$ cat src/rtl/pipe_ctrl.sv
// Stall/flush controller: merges hazard, redirect and memory-wait requests into stage enables/bubbles.
// Enables/flushes are combinational this cycle (act on next edge); no backpressure beyond freezing stages.
module pipe_ctrl #(
  parameter int CNT_W       = 32,
  parameter int MEM_TIMEOUT = 255
) (
  input  logic             clk,
  input  logic             rst,
  input  logic             load_use_stall,
  input  logic             br_taken_ex,
  input  logic             imem_ready,
  input  logic             dmem_req,
  input  logic             dmem_ready,
  output logic             pc_we,
  output logic             ifid_we,
  output logic             idex_we,
  output logic             exmem_we,
  output logic             memwb_we,
  output logic             ifid_flush,
  output logic             idex_flush,
  output logic             memwb_flush,
  output logic             bubble_ma,
  output logic             mem_timeout,
  output logic             ctrl_state,
  output logic [CNT_W-1:0] stall_cnt,
  output logic [CNT_W-1:0] flush_cnt
);

  localparam int WAIT_W = (MEM_TIMEOUT > 2) ? $clog2(MEM_TIMEOUT) : 1;
  localparam logic [WAIT_W-1:0] WAIT_LAST = WAIT_W'(MEM_TIMEOUT - 1);

  typedef enum logic {RUN = 1'b0, DSTALL = 1'b1} state_e;
  typedef enum logic [2:0] {
    C_RST, C_DSTALL, C_BRANCH, C_LOADUSE, C_DROP, C_IWAIT, C_ADVANCE
  } sel_e;

  state_e            state_q;
  logic              redirect_pending_q, redirect_pending_d;
  logic [WAIT_W-1:0] wait_cnt_q;
  logic              bubble_ma_q;
  logic              mem_timeout_q;
  logic [CNT_W-1:0]  stall_cnt_q, stall_cnt_d;
  logic [CNT_W-1:0]  flush_cnt_q, flush_cnt_d;
  logic              dstall;
  sel_e              sel;

  assign dstall = dmem_req && !dmem_ready;

  always_comb begin
    if (rst)                                   sel = C_RST;
    else if (dstall)                           sel = C_DSTALL;
    else if (br_taken_ex)                      sel = C_BRANCH;
    else if (load_use_stall)                   sel = C_LOADUSE;
    else if (redirect_pending_q && imem_ready) sel = C_DROP;
    else if (!imem_ready)                      sel = C_IWAIT;
    else                                       sel = C_ADVANCE;
  end

  always_comb begin
    pc_we       = 1'b1;
    ifid_we     = 1'b1;
    idex_we     = 1'b1;
    exmem_we    = 1'b1;
    memwb_we    = 1'b1;
    ifid_flush  = 1'b0;
    idex_flush  = 1'b0;
    memwb_flush = 1'b0;
    case (sel)
      C_RST: begin
        pc_we       = 1'b0;
        ifid_we     = 1'b0;
        idex_we     = 1'b0;
        exmem_we    = 1'b0;
        memwb_we    = 1'b0;
        ifid_flush  = 1'b1;
        idex_flush  = 1'b1;
        memwb_flush = 1'b1;
      end
      // Freeze everything up to EX/MEM; MEM/WB drains with a bubble.
      C_DSTALL: begin
        pc_we       = 1'b0;
        ifid_we     = 1'b0;
        idex_we     = 1'b0;
        exmem_we    = 1'b0;
        memwb_flush = 1'b1;
      end
      C_BRANCH: begin
        ifid_flush = 1'b1;
        idex_flush = 1'b1;
      end
      C_LOADUSE: begin
        pc_we      = 1'b0;
        ifid_we    = 1'b0;
        idex_flush = 1'b1;
      end
      C_DROP, C_IWAIT: begin
        pc_we      = 1'b0;
        ifid_flush = 1'b1;
      end
      default: ;
    endcase
  end

  always_comb begin
    redirect_pending_d = redirect_pending_q;
    if (sel == C_BRANCH && !imem_ready) redirect_pending_d = 1'b1;
    else if (sel == C_DROP)             redirect_pending_d = 1'b0;

    stall_cnt_d = stall_cnt_q;
    if (!pc_we && !rst && stall_cnt_q != {CNT_W{1'b1}}) stall_cnt_d = stall_cnt_q + CNT_W'(1);

    flush_cnt_d = flush_cnt_q;
    if (sel == C_BRANCH && flush_cnt_q != {CNT_W{1'b1}}) flush_cnt_d = flush_cnt_q + CNT_W'(1);
  end

  always_ff @(posedge clk) begin
    if (rst) begin
      state_q            <= RUN;
      redirect_pending_q <= 1'b0;
      wait_cnt_q         <= '0;
      bubble_ma_q        <= 1'b0;
      mem_timeout_q      <= 1'b0;
      stall_cnt_q        <= '0;
      flush_cnt_q        <= '0;
    end else begin
      redirect_pending_q <= redirect_pending_d;
      bubble_ma_q        <= (sel == C_LOADUSE);
      stall_cnt_q        <= stall_cnt_d;
      flush_cnt_q        <= flush_cnt_d;
      case (state_q)
        RUN: begin
          if (dstall) begin
            state_q    <= DSTALL;
            wait_cnt_q <= '0;
          end
        end
        DSTALL: begin
          if (!dstall) begin
            state_q <= RUN;
          end else if (wait_cnt_q == WAIT_LAST) begin
            // Sticky; the pipeline keeps waiting on the memory regardless.
            mem_timeout_q <= 1'b1;
          end else begin
            wait_cnt_q <= wait_cnt_q + WAIT_W'(1);
          end
        end
        default: state_q <= RUN;
      endcase
    end
  end

  assign bubble_ma   = bubble_ma_q;
  assign mem_timeout = mem_timeout_q;
  assign ctrl_state  = state_q;
  assign stall_cnt   = stall_cnt_q;
  assign flush_cnt   = flush_cnt_q;

endmodule

$ cat config.mk
export PLATFORM = sky130hd
export DESIGN_NAME = pipe_ctrl
export DESIGN_NICKNAME = d
export VERILOG_FILES = /design/src/rtl/pipe_ctrl.sv
export SDC_FILE = /design/constraint.sdc
export NUM_CORES = 1
export LEC_CHECK = 0
export CAP_MARGIN = 25
export CORE_MARGIN = 8
export CORE_UTILIZATION = 55
export DETAILED_ROUTE_END_ITERATION = 10
export HOLD_SLACK_MARGIN = 0.06
export PLACE_DENSITY = 0.85
export RECOVER_POWER = 50
export SYNTH_ARGS = -nofsm -noshare
export SYNTH_HDL_FRONTEND = slang
export SYNTH_SLANG_ARGS = --single-unit
$ cat constraint.sdc
create_clock -name clk -period 6.69 [get_ports clk]
set_clock_uncertainty 0.15 [all_clocks]
set_input_delay 1.338 -clock clk [delete_from_list [all_inputs] [get_ports clk]]
set_output_delay 1.338 -clock clk [all_outputs]
set_load 0.005 [all_outputs]
==> impl_metrics.yaml, run 1 <==
pwr:
  p_per_area_nw_per_um2: 173
  ir_drop_uv: 112
  power_leakage_uw: 0.00173
yosys:
  ys_seq_area_frac: 0.389
  synthTopCellsByArea: "dfxtp_1, a21oi_1, nand3_1, or4_1, o21ai_0"
  postSynthAreaPerCell_um2: 8.23
  synth_top_area_cell: "dfxtp_1"
  ys.flop_type: "dfxtp_1"
  yosysTopAreaCellShare: 0.389
  synthArstFlopShare: 0
  post_synth_num_cell_types: 52
  syn_area_um2: 3910
  synth-seq-cells: 76
  synth_warnings: 0
  synth_edf_count: 0
  syn_inst: 475
  syn_nets: 486
placed_design:
  io_buffers: 81
  gp_congestion: 0.846
  preCtsSetupSlack_ps: 1970
  dp_cells: 629
  place_area_um2: 4750
  place_hpwl_mm: 7.24
detailed_routing:
  wl_per_cell_um: 15.8
  vias: 3966
  route.met3.wl_um: 663
  met1_length_mm: 4.43
  drt-initial-drc-count: 234
  drcViolationCount: 0
  dr.pass1.iters: 4
  via_per_inst: 6.15
  routed_wl_mm: 10.2
  routed.top_layer: "met4"
  wl_met2_mm: 4.97
  drtAntennaViolNets: 0
final_layout:
  nets: 555
  drive_gt1_frac: 0.0801
  diodes: 0
  fin_cells: 645
  multi_input_area_um2: 2240
  syn_to_final_growth_pct: 26.6
  ff_latch_area_um2: 1520
  finalInstanceArea_um2: 4950
  fillers: 554
outcome:
  status: "finished clean"
global_route:
  grt_pass1_vias: 3625
  grt_max_degree: 71
  antenna_found_initial: 0
  overflow: 0
  grt_pass1_wl_mm: 17.1
  grt_use_total: 0.204
clock_tree:
  cts_tree: "done"
  cts_setup_buffers: 0
  clock-sinks: 76
  cts.root.buffer_cell: "clkbuf_8"
  cts.clk_slew.worst_paths_ps: 70
  h-tree-depth: 3
  ctsHoldBuffers: 0
  cts_buffer_depth: 2
  cts-resized-gates: 0
  numCtsBuffers: 9
  clk_latency_ps: 340
floorplan:
  rows: 30
  start_util: 0.572
  io_pins: 82
  die_h_um: 100
  dieWidth_um: 100
  die_area_um2: 10100
  core_um2: 6830
setup_path:
  critPathArrivalTime_ps: 3300
  crit_required_ps: 5200
  path_cells: "dlygate4sd3_1 -> nand2b_1 -> nand2_1 -> nor3b_1 -> nor2_1 -> clkdlybuf4s50_1"
  cp-start-kind: "input port"
  worstSetupPathType: "in2out"
  critPathMaxFanout: 9
  end_kind: "output pin"
  cpPeakStageDelay_ps: 540
  critPathSlowestCell: "dlygate4sd3_1"
timing:
  setup_tns_ps: 0
  slew_headroom: 0.386
  setup_viol: 0
  fin_ws_ps: 1900
  hold_violations: 0
  hold_ws_ps: 333
  finalCritPeriodShare: 0.716
  rsz0062_at_grt: "no"
  max_clock_freq_mhz: 209
  slew_violations: 0
  worstMarginPinSlew_ps: 920
  min_period_ps: 4790
hold_path:
  holdCritPathClass: "reg2reg"
job:
  drv_cap: 0
-- routing by layer --
layer	vias to the layer above	global-route usage
met1	1910	0.255
met3	10	0.0519
met4	0	0.0744
met5	-	0
met2	105	0.330
li1	1941	-
-- state kept, by name, summed over array words and instances, names as in the netlist --
signal	count
stall_cnt	32
redirect_pending_q	1
wait_cnt_q	8
bubble_ma	1
mem_timeout	1
ctrl_state	1
flush_cnt	32
-- Yosys cell counts, types with 2 or more instances --
cell and number:
o21a_1 5, o311ai_0 4, o21ai_1 3, nor3_1 9, dfxtp_1 76, nand3b_1 2
and4_1 5, nand2b_1 2, o311ai_1 2, o21ai_0 28, or3_2 4, nor3b_1 3
nor2b_1 9, ha_1 4, o31a_1 3, and3_1 7, nand4_1 19, or4_1 19
buf_1 2, nand2_1 27, xor2_1 3, or3_1 21, o31ai_1 18, o41ai_1 2
nor2_1 36, nor4_1 17, mux2_2 9, or4_4 2, a21oi_1 45, or3_4 2
a311oi_1 2, clkbuf_1 18, nand3_1 30, xnor2_1 7, inv_1 11, buf_2 3
-- per-stage QoR --
stage          utilization  total power, uW
3_5_place_dp         0.695              513
5_1_grt              0.724              892
3_3_place_gp         0.695              512
4_1_cts              0.724              864
2_1_floorplan            -              492
6_report             0.724              857
-- final timing paths --
check / slack [ps] / end / cells past startpoint / from
max: 1900 / ifid_we / 6 / dmem_ready
min reg2reg: 330 / mem_timeout / 2 / mem_timeout
max reg2reg: 3910 / stall_cnt[9] / 5 / stall_cnt[3]
min: 330 / mem_timeout / 2 / mem_timeout
-- cell families (layout without fill, tap and decap cells) --
family          after synthesis  after routing  synth area share
buf+inv                      37            111            0.0394
simple gates                219            219             0.319
flops                        76             76             0.389
compound gates              119            119             0.189
fa+ha+maj                     4              4            0.0128
xor+xnor                     10             10            0.0224
mux                          10             10            0.0285
-- power breakdown --
part	switching, uW	internal [uW]	leakage [uW]
logic	25.9	17.5	0.00101
registers	2.72	455	0.000613
clock network	166	190	0.000109
total	194	662	0.00173
-- cells in the final DEF, fill, tap and decap left out, types with 3 or more instances in the layout --
cell type | synthesis | final
or3_2 | 4 | 4
o31ai_1 | 18 | 18
nand2_1 | 27 | 27
nand4_1 | 19 | 19
a21oi_1 | 45 | 45
nor2b_1 | 9 | 9
nand3_1 | 30 | 30
xnor2_1 | 7 | 7
xor2_1 | 3 | 3
or3_1 | 21 | 21
o21a_1 | 5 | 5
nor4_1 | 17 | 16
dlygate4sd3_1 | 0 | 67
o21ai_0 | 28 | 29
inv_1 | 11 | 11
nor3_1 | 9 | 9
or4_1 | 19 | 19
and3_1 | 7 | 7
o311ai_0 | 4 | 4
and4_1 | 5 | 5
o31a_1 | 3 | 3
nor2_1 | 36 | 36
dfxtp_1 | 76 | 76
ha_1 | 4 | 4
clkdlybuf4s50_1 | 0 | 13
nor3b_1 | 3 | 3
clkbuf_8 | 0 | 11
mux2_2 | 9 | 9
clkinv_2 | 0 | 4
-- critical path, delay by kind of cell --
kind                   cells  cell delay, ps
AND/OR/NAND/NOR            4             950
buffers and inverters      2            1020
-- area by class of cell --
cell class	instances	share of cell area
Tap cell	96	0.0243
Multi-Input combinational cell	362	0.452
Sequential cell	76	0.308
Timing Repair Buffer	83	0.166
Clock inverter	5	0.0101
Clock buffer	11	0.0306
Inverter	12	0.00910
No activity file was read; power rests on OpenSTA's default activity.
==> run 2: changes to the inputs <==
--- a/config.mk
+++ b/config.mk
@@ -7,10 +7,10 @@
 export LEC_CHECK = 0
 export CAP_MARGIN = 25
 export CORE_MARGIN = 8
-export CORE_UTILIZATION = 55
+export CORE_UTILIZATION = 46
 export DETAILED_ROUTE_END_ITERATION = 10
 export HOLD_SLACK_MARGIN = 0.06
-export PLACE_DENSITY = 0.85
+export PLACE_DENSITY = 0.76
 export RECOVER_POWER = 50
 export SYNTH_ARGS = -nofsm -noshare
 export SYNTH_HDL_FRONTEND = slang
==> constraint.sdc (replaced) <==
create_clock -name clk -period 4.1 [get_ports clk]
set_clock_uncertainty 0.15 [all_clocks]
set_input_delay 0.82 -clock clk [delete_from_list [all_inputs] [get_ports clk]]
set_output_delay 0.82 -clock clk [all_outputs]
set_load 0.005 [all_outputs]
==> run 2 against run 1 <==
Net effect:
- non-clock buffer count rose by 6
- utilization fell by 12 points
- cell count rose by 2.3%
- critical path depth fell by 1
- critical path type unchanged
==> impl_metrics.yaml, run 2 (synthesis gave the netlist of run 1 again) <==
outcome:
  status: "finished clean"
setup_path:
  end_kind: "output pin"
  r2r-start: "flush_cnt[1]"
  cp-start-kind: "input port"
  critPathMaxFanout: 4
  startpoint: "imem_ready"
  critPathArrivalTime_ps: 2590
  crit_required_ps: 3130
  worstSetupPathType: "in2out"
final_layout:
  final_cell_mix: "dfxtp_1, dlygate4sd3_1, a21oi_1, nor2_1"
  drive_gt1_frac: 0.0865
  diodes: 0
  syn_to_final_growth_pct: 27.6
  nets: 561
  final_common_cell: "dfxtp_1"
pwr:
  seqPwrFrac: 0.540
  combPwrFrac: 0.054
  p_int_uw: 1050
  power_leakage_uw: 0.00172
  pwr-share-clk: 0.405
  ir_drop_uv: 202
  switchingPower_uw: 331
  power.share.switching: 0.240
  p_per_area_nw_per_um2: 277
floorplan:
  core_um2: 8220
  die_area_um2: 11700
  dieWidth_um: 108
  io_pins: 82
  rows: 33
  start_util: 0.476
  die_h_um: 108
placed_design:
  preCtsSetupSlack_ps: 554
  place_hpwl_mm: 7.69
  gp_congestion: 0.823
  io_buffers: 81
clock_tree:
  cts_buffer_depth: 2
  h-tree-depth: 3
  clock-sinks: 76
  cts.clk_slew.worst_paths_ps: 80
  cts_tree: "done"
  clk_latency_ps: 350
  ctsHoldBuffers: 0
  cts.root.buffer_cell: "clkbuf_8"
  numCtsBuffers: 9
  cts_setup_buffers: 0
  cts-resized-gates: 0
timing:
  setup_viol: 0
  min_period_ps: 3560
  slew_headroom: 0.376
  hold_violations: 0
  rsz0062_at_grt: "no"
  fin_ws_ps: 542
  max_clock_freq_mhz: 281
  slew_violations: 0
  finalCritPeriodShare: 0.868
  setup_tns_ps: 0
  worstMarginPinSlew_ps: 936
global_route:
  grt_max_degree: 36
  grt_use_total: 0.183
  antenna_found_initial: 0
  grt_pass1_wl_mm: 17.8
  grt_pass1_vias: 3727
  overflow: 0
detailed_routing:
  drcViolationCount: 0
  routed_wl_mm: 10.6
  dr.pass1.iters: 4
  drt-initial-drc-count: 232
  via_per_inst: 5.99
  vias: 3956
  drtAntennaViolNets: 0
  wl_per_cell_um: 16.0
hold_path:
  holdCritPathClass: "reg2reg"
  hp-start: "stall_cnt[21]"
job:
  drv_cap: 0
[run 2: changes by cell type in the layout (fill, tap and decap cells not counted), sizes merged]
cell	before	now
buf	3	7
clkdlybuf4s50	13	17
dlygate4sd3	67	63
clkinvlp	0	3
clkinv	5	4
[run 2: path summary, 6_finish.rpt]
kind	to	slack, ps	cells past startpoint
worst max register to register	flush_cnt[14]	1360	6
worst max-delay path	pc_we	540	5
worst min-delay path	stall_cnt[21]	350	2
worst min register to register	stall_cnt[21]	350	2
[run 2: area by class of cell]
cell class	count	area [um2]
flip-flops and latches	76	1520
clock inverters	7	67.6
repair buffers	89	858
clock buffers	9	124
inverters	12	45.0
multi-input cells	362	2240
fillers	740	3230
well taps	105	131
[run 2: power groups by stage]
| stage | logic, uW | registers [uW] | clock network [uW] |
|---|---|---|---|
| finish | 75.3 | 746 | 560 |
| global route | 82.9 | 747 | 603 |
| CTS | 78.7 | 747 | 569 |
| detailed placement | 78.4 | 764 | 0 |
| global placement | 76.6 | 764 | 0 |
| floorplan | 39.3 | 763 | 0 |
[run 2: through the flow]
| step | power (uW) | utilization | instance area, um2 | hold slack, ps | cells |
|---|---|---|---|---|---|
| floorplan | 803 | - | 3910 | 315 | 475 |
| global placement | 840 | 0.584 | 4800 | 305 | 644 |
| detailed placement | 842 | 0.584 | 4800 | 342 | 644 |
| CTS | 1390 | 0.608 | 4990 | 354 | 660 |
| global route | 1430 | 0.607 | 4990 | 381 | 660 |
| finish | 1380 | 0.607 | 4990 | 348 | 660 |
[run 2: critical path, cell delays in order]
cell	delay [ps]
clkdlybuf4s50_1	530
nor3b_1	360
nor2_1	100
nor2_1	210
clkdlybuf4s50_1	570
[run 2: routing by layer]
metal  wire length, um  vias to the layer above  GRT usage
met4               185                        0     0.0733
met2              4970                      115      0.302
li1                  -                     1956          -
met3               629                       16     0.0339
met1              4780                     1869      0.230
met5                 0                        -          0
==> run 3: changes to the inputs <==
--- a/config.mk
+++ b/config.mk
@@ -5,13 +5,13 @@
 export SDC_FILE = /design/constraint.sdc
 export NUM_CORES = 1
 export LEC_CHECK = 0
-export CAP_MARGIN = 25
 export CORE_MARGIN = 8
 export CORE_UTILIZATION = 46
 export DETAILED_ROUTE_END_ITERATION = 10
 export HOLD_SLACK_MARGIN = 0.06
-export PLACE_DENSITY = 0.76
+export PLACE_DENSITY = 0.78
 export RECOVER_POWER = 50
+export SLEW_MARGIN = 5
 export SYNTH_ARGS = -nofsm -noshare
 export SYNTH_HDL_FRONTEND = slang
 export SYNTH_SLANG_ARGS = --single-unit
==> run 3 against run 2 <==
Net effect:
- non-clock buffer count did not move
- cell count did not move
- hold slack got worse by 22 ps
==> impl_metrics.yaml, run 3 (synthesis gave the netlist of run 1 again) <==
setup_path:
  path_cells: "dlygate4sd3_1 -> nand2b_1 -> clkbuf_1 -> o21ai_0 -> nand2_1 -> clkdlybuf4s50_1"
  end_kind: "output pin"
  reg2regPathDepth: 6
  timing.rr.end: "flush_cnt[29]"
  regToRegSetupSlack_ps: 1350
  cpPeakStageDelay_ps: 540
  cp-start-kind: "input port"
  crit_end: "ifid_flush"
  critPathSlowestCell: "dlygate4sd3_1"
  critPathArrivalTime_ps: 2590
  startpoint: "dmem_ready"
  r2r-start: "flush_cnt[0]"
  crit_required_ps: 3130
  worstSetupPathType: "in2out"
  critPathMaxFanout: 8
clock_tree:
  cts.clk_slew.worst_paths_ps: 90
  cts_tree: "done"
  clock-sinks: 76
  h-tree-depth: 3
  ctsHoldBuffers: 0
  cts.root.buffer_cell: "clkbuf_8"
  clk_latency_ps: 350
  cts_setup_buffers: 0
  cts_buffer_depth: 2
  numCtsBuffers: 9
  cts-resized-gates: 0
detailed_routing:
  dr.pass1.iters: 4
  routed_wl_mm: 10.7
  vias: 4007
  drtAntennaViolNets: 0
  drcViolationCount: 0
  via_per_inst: 6.07
  drt-initial-drc-count: 223
  wl_per_cell_um: 16.2
final_layout:
  drive_gt1_frac: 0.0847
  nets: 561
  final_common_cell: "dfxtp_1"
  diodes: 0
  syn_to_final_growth_pct: 29.1
  final_cell_mix: "dfxtp_1, dlygate4sd3_1, a21oi_1, nor2_1"
  final_util: 0.614
timing:
  setup_tns_ps: 0
  worstMarginPinSlew_ps: 926
  finalCritPeriodShare: 0.869
  setup_viol: 0
  slew_headroom: 0.382
  min_period_ps: 3560
  hold_violations: 0
  rsz0062_at_grt: "no"
  max_clock_freq_mhz: 281
  slew_violations: 0
  hold_ws_ps: 326
pwr:
  power_leakage_uw: 0.00176
  p_per_area_nw_per_um2: 305
  ir_drop_uv: 155
floorplan:
  rows: 33
  start_util: 0.476
  dieWidth_um: 108
  io_pins: 82
  core_um2: 8220
  die_area_um2: 11700
  die_h_um: 108
hold_path:
  holdPathStages: 2
  holdCritPathClass: "reg2reg"
placed_design:
  place_hpwl_mm: 7.65
  io_buffers: 81
  gp_congestion: 0.861
global_route:
  grt_pass1_vias: 3639
  grt_use_total: 0.182
  overflow: 0
  grt_pass1_wl_mm: 17.5
  grt_max_degree: 52
  antenna_found_initial: 0
outcome:
  status: "finished clean"
job:
  drv_cap: 0
-- run 3: changes by cell type in the layout (fill, tap and decap cells not counted), sizes merged --
cell,change
clkinv,-2
clkbuf,+3
bufinv,+2
clkinvlp,-3
-- run 3: metrics by stage --
step / power (uW) / cell area, um2 / cells / setup slack, ps
floorplan: 803 / 3910 / 475 / 1370
global placement: 840 / 4800 / 644 / 610
detailed placement: 842 / 4800 / 644 / 585
CTS: 1560 / 5050 / 660 / 569
global route: 1600 / 5040 / 660 / 441
finish: 1540 / 5040 / 660 / 538
-- run 3: worst min path at each step --
stage	slack, ps	to	startpoint
after global placement	310	mem_timeout	mem_timeout
after CTS	340	mem_timeout	mem_timeout
final	330	mem_timeout	mem_timeout
after detailed placement	320	mem_timeout	mem_timeout
after floorplan	320	mem_timeout	mem_timeout
after global routing	360	mem_timeout	mem_timeout
-- run 3: worst max-delay path: cells and delay by family --
| kind | cells | cell delay (ps) |
|---|---|---|
| AOI/OAI and AO/OA | 1 | 140 |
| and+or+nand+nor | 2 | 290 |
| buffers and inverters | 3 | 1340 |
-- run 3: per-layer routing --
metal  wire length [um]  GRT usage  up-vias  part of all wire
met2               5270      0.310      145              0.49
met5                  0          0        -                 0
met4                178     0.0694        0             0.017
met3                676     0.0476       16             0.063
met1               4600      0.214     1895              0.43
li1                   -          -     1951                 -
-- run 3: final cells by class --
type | count | area [um2]
clock buffers | 12 | 155
flip-flops and latches | 76 | 1520
well taps | 105 | 131
clock inverters | 4 | 95.1
multi-input cells | 362 | 2240
repair buffers | 89 | 858
fillers | 729 | 3170
inverters | 12 | 45.0
-- run 3: power breakdown --
group          switching [uW]  total [uW]  internal (uW)
logic                    44.7        75.7           31.0
registers                4.88         747            742
clock network             281         718            437
total                     330        1540           1210
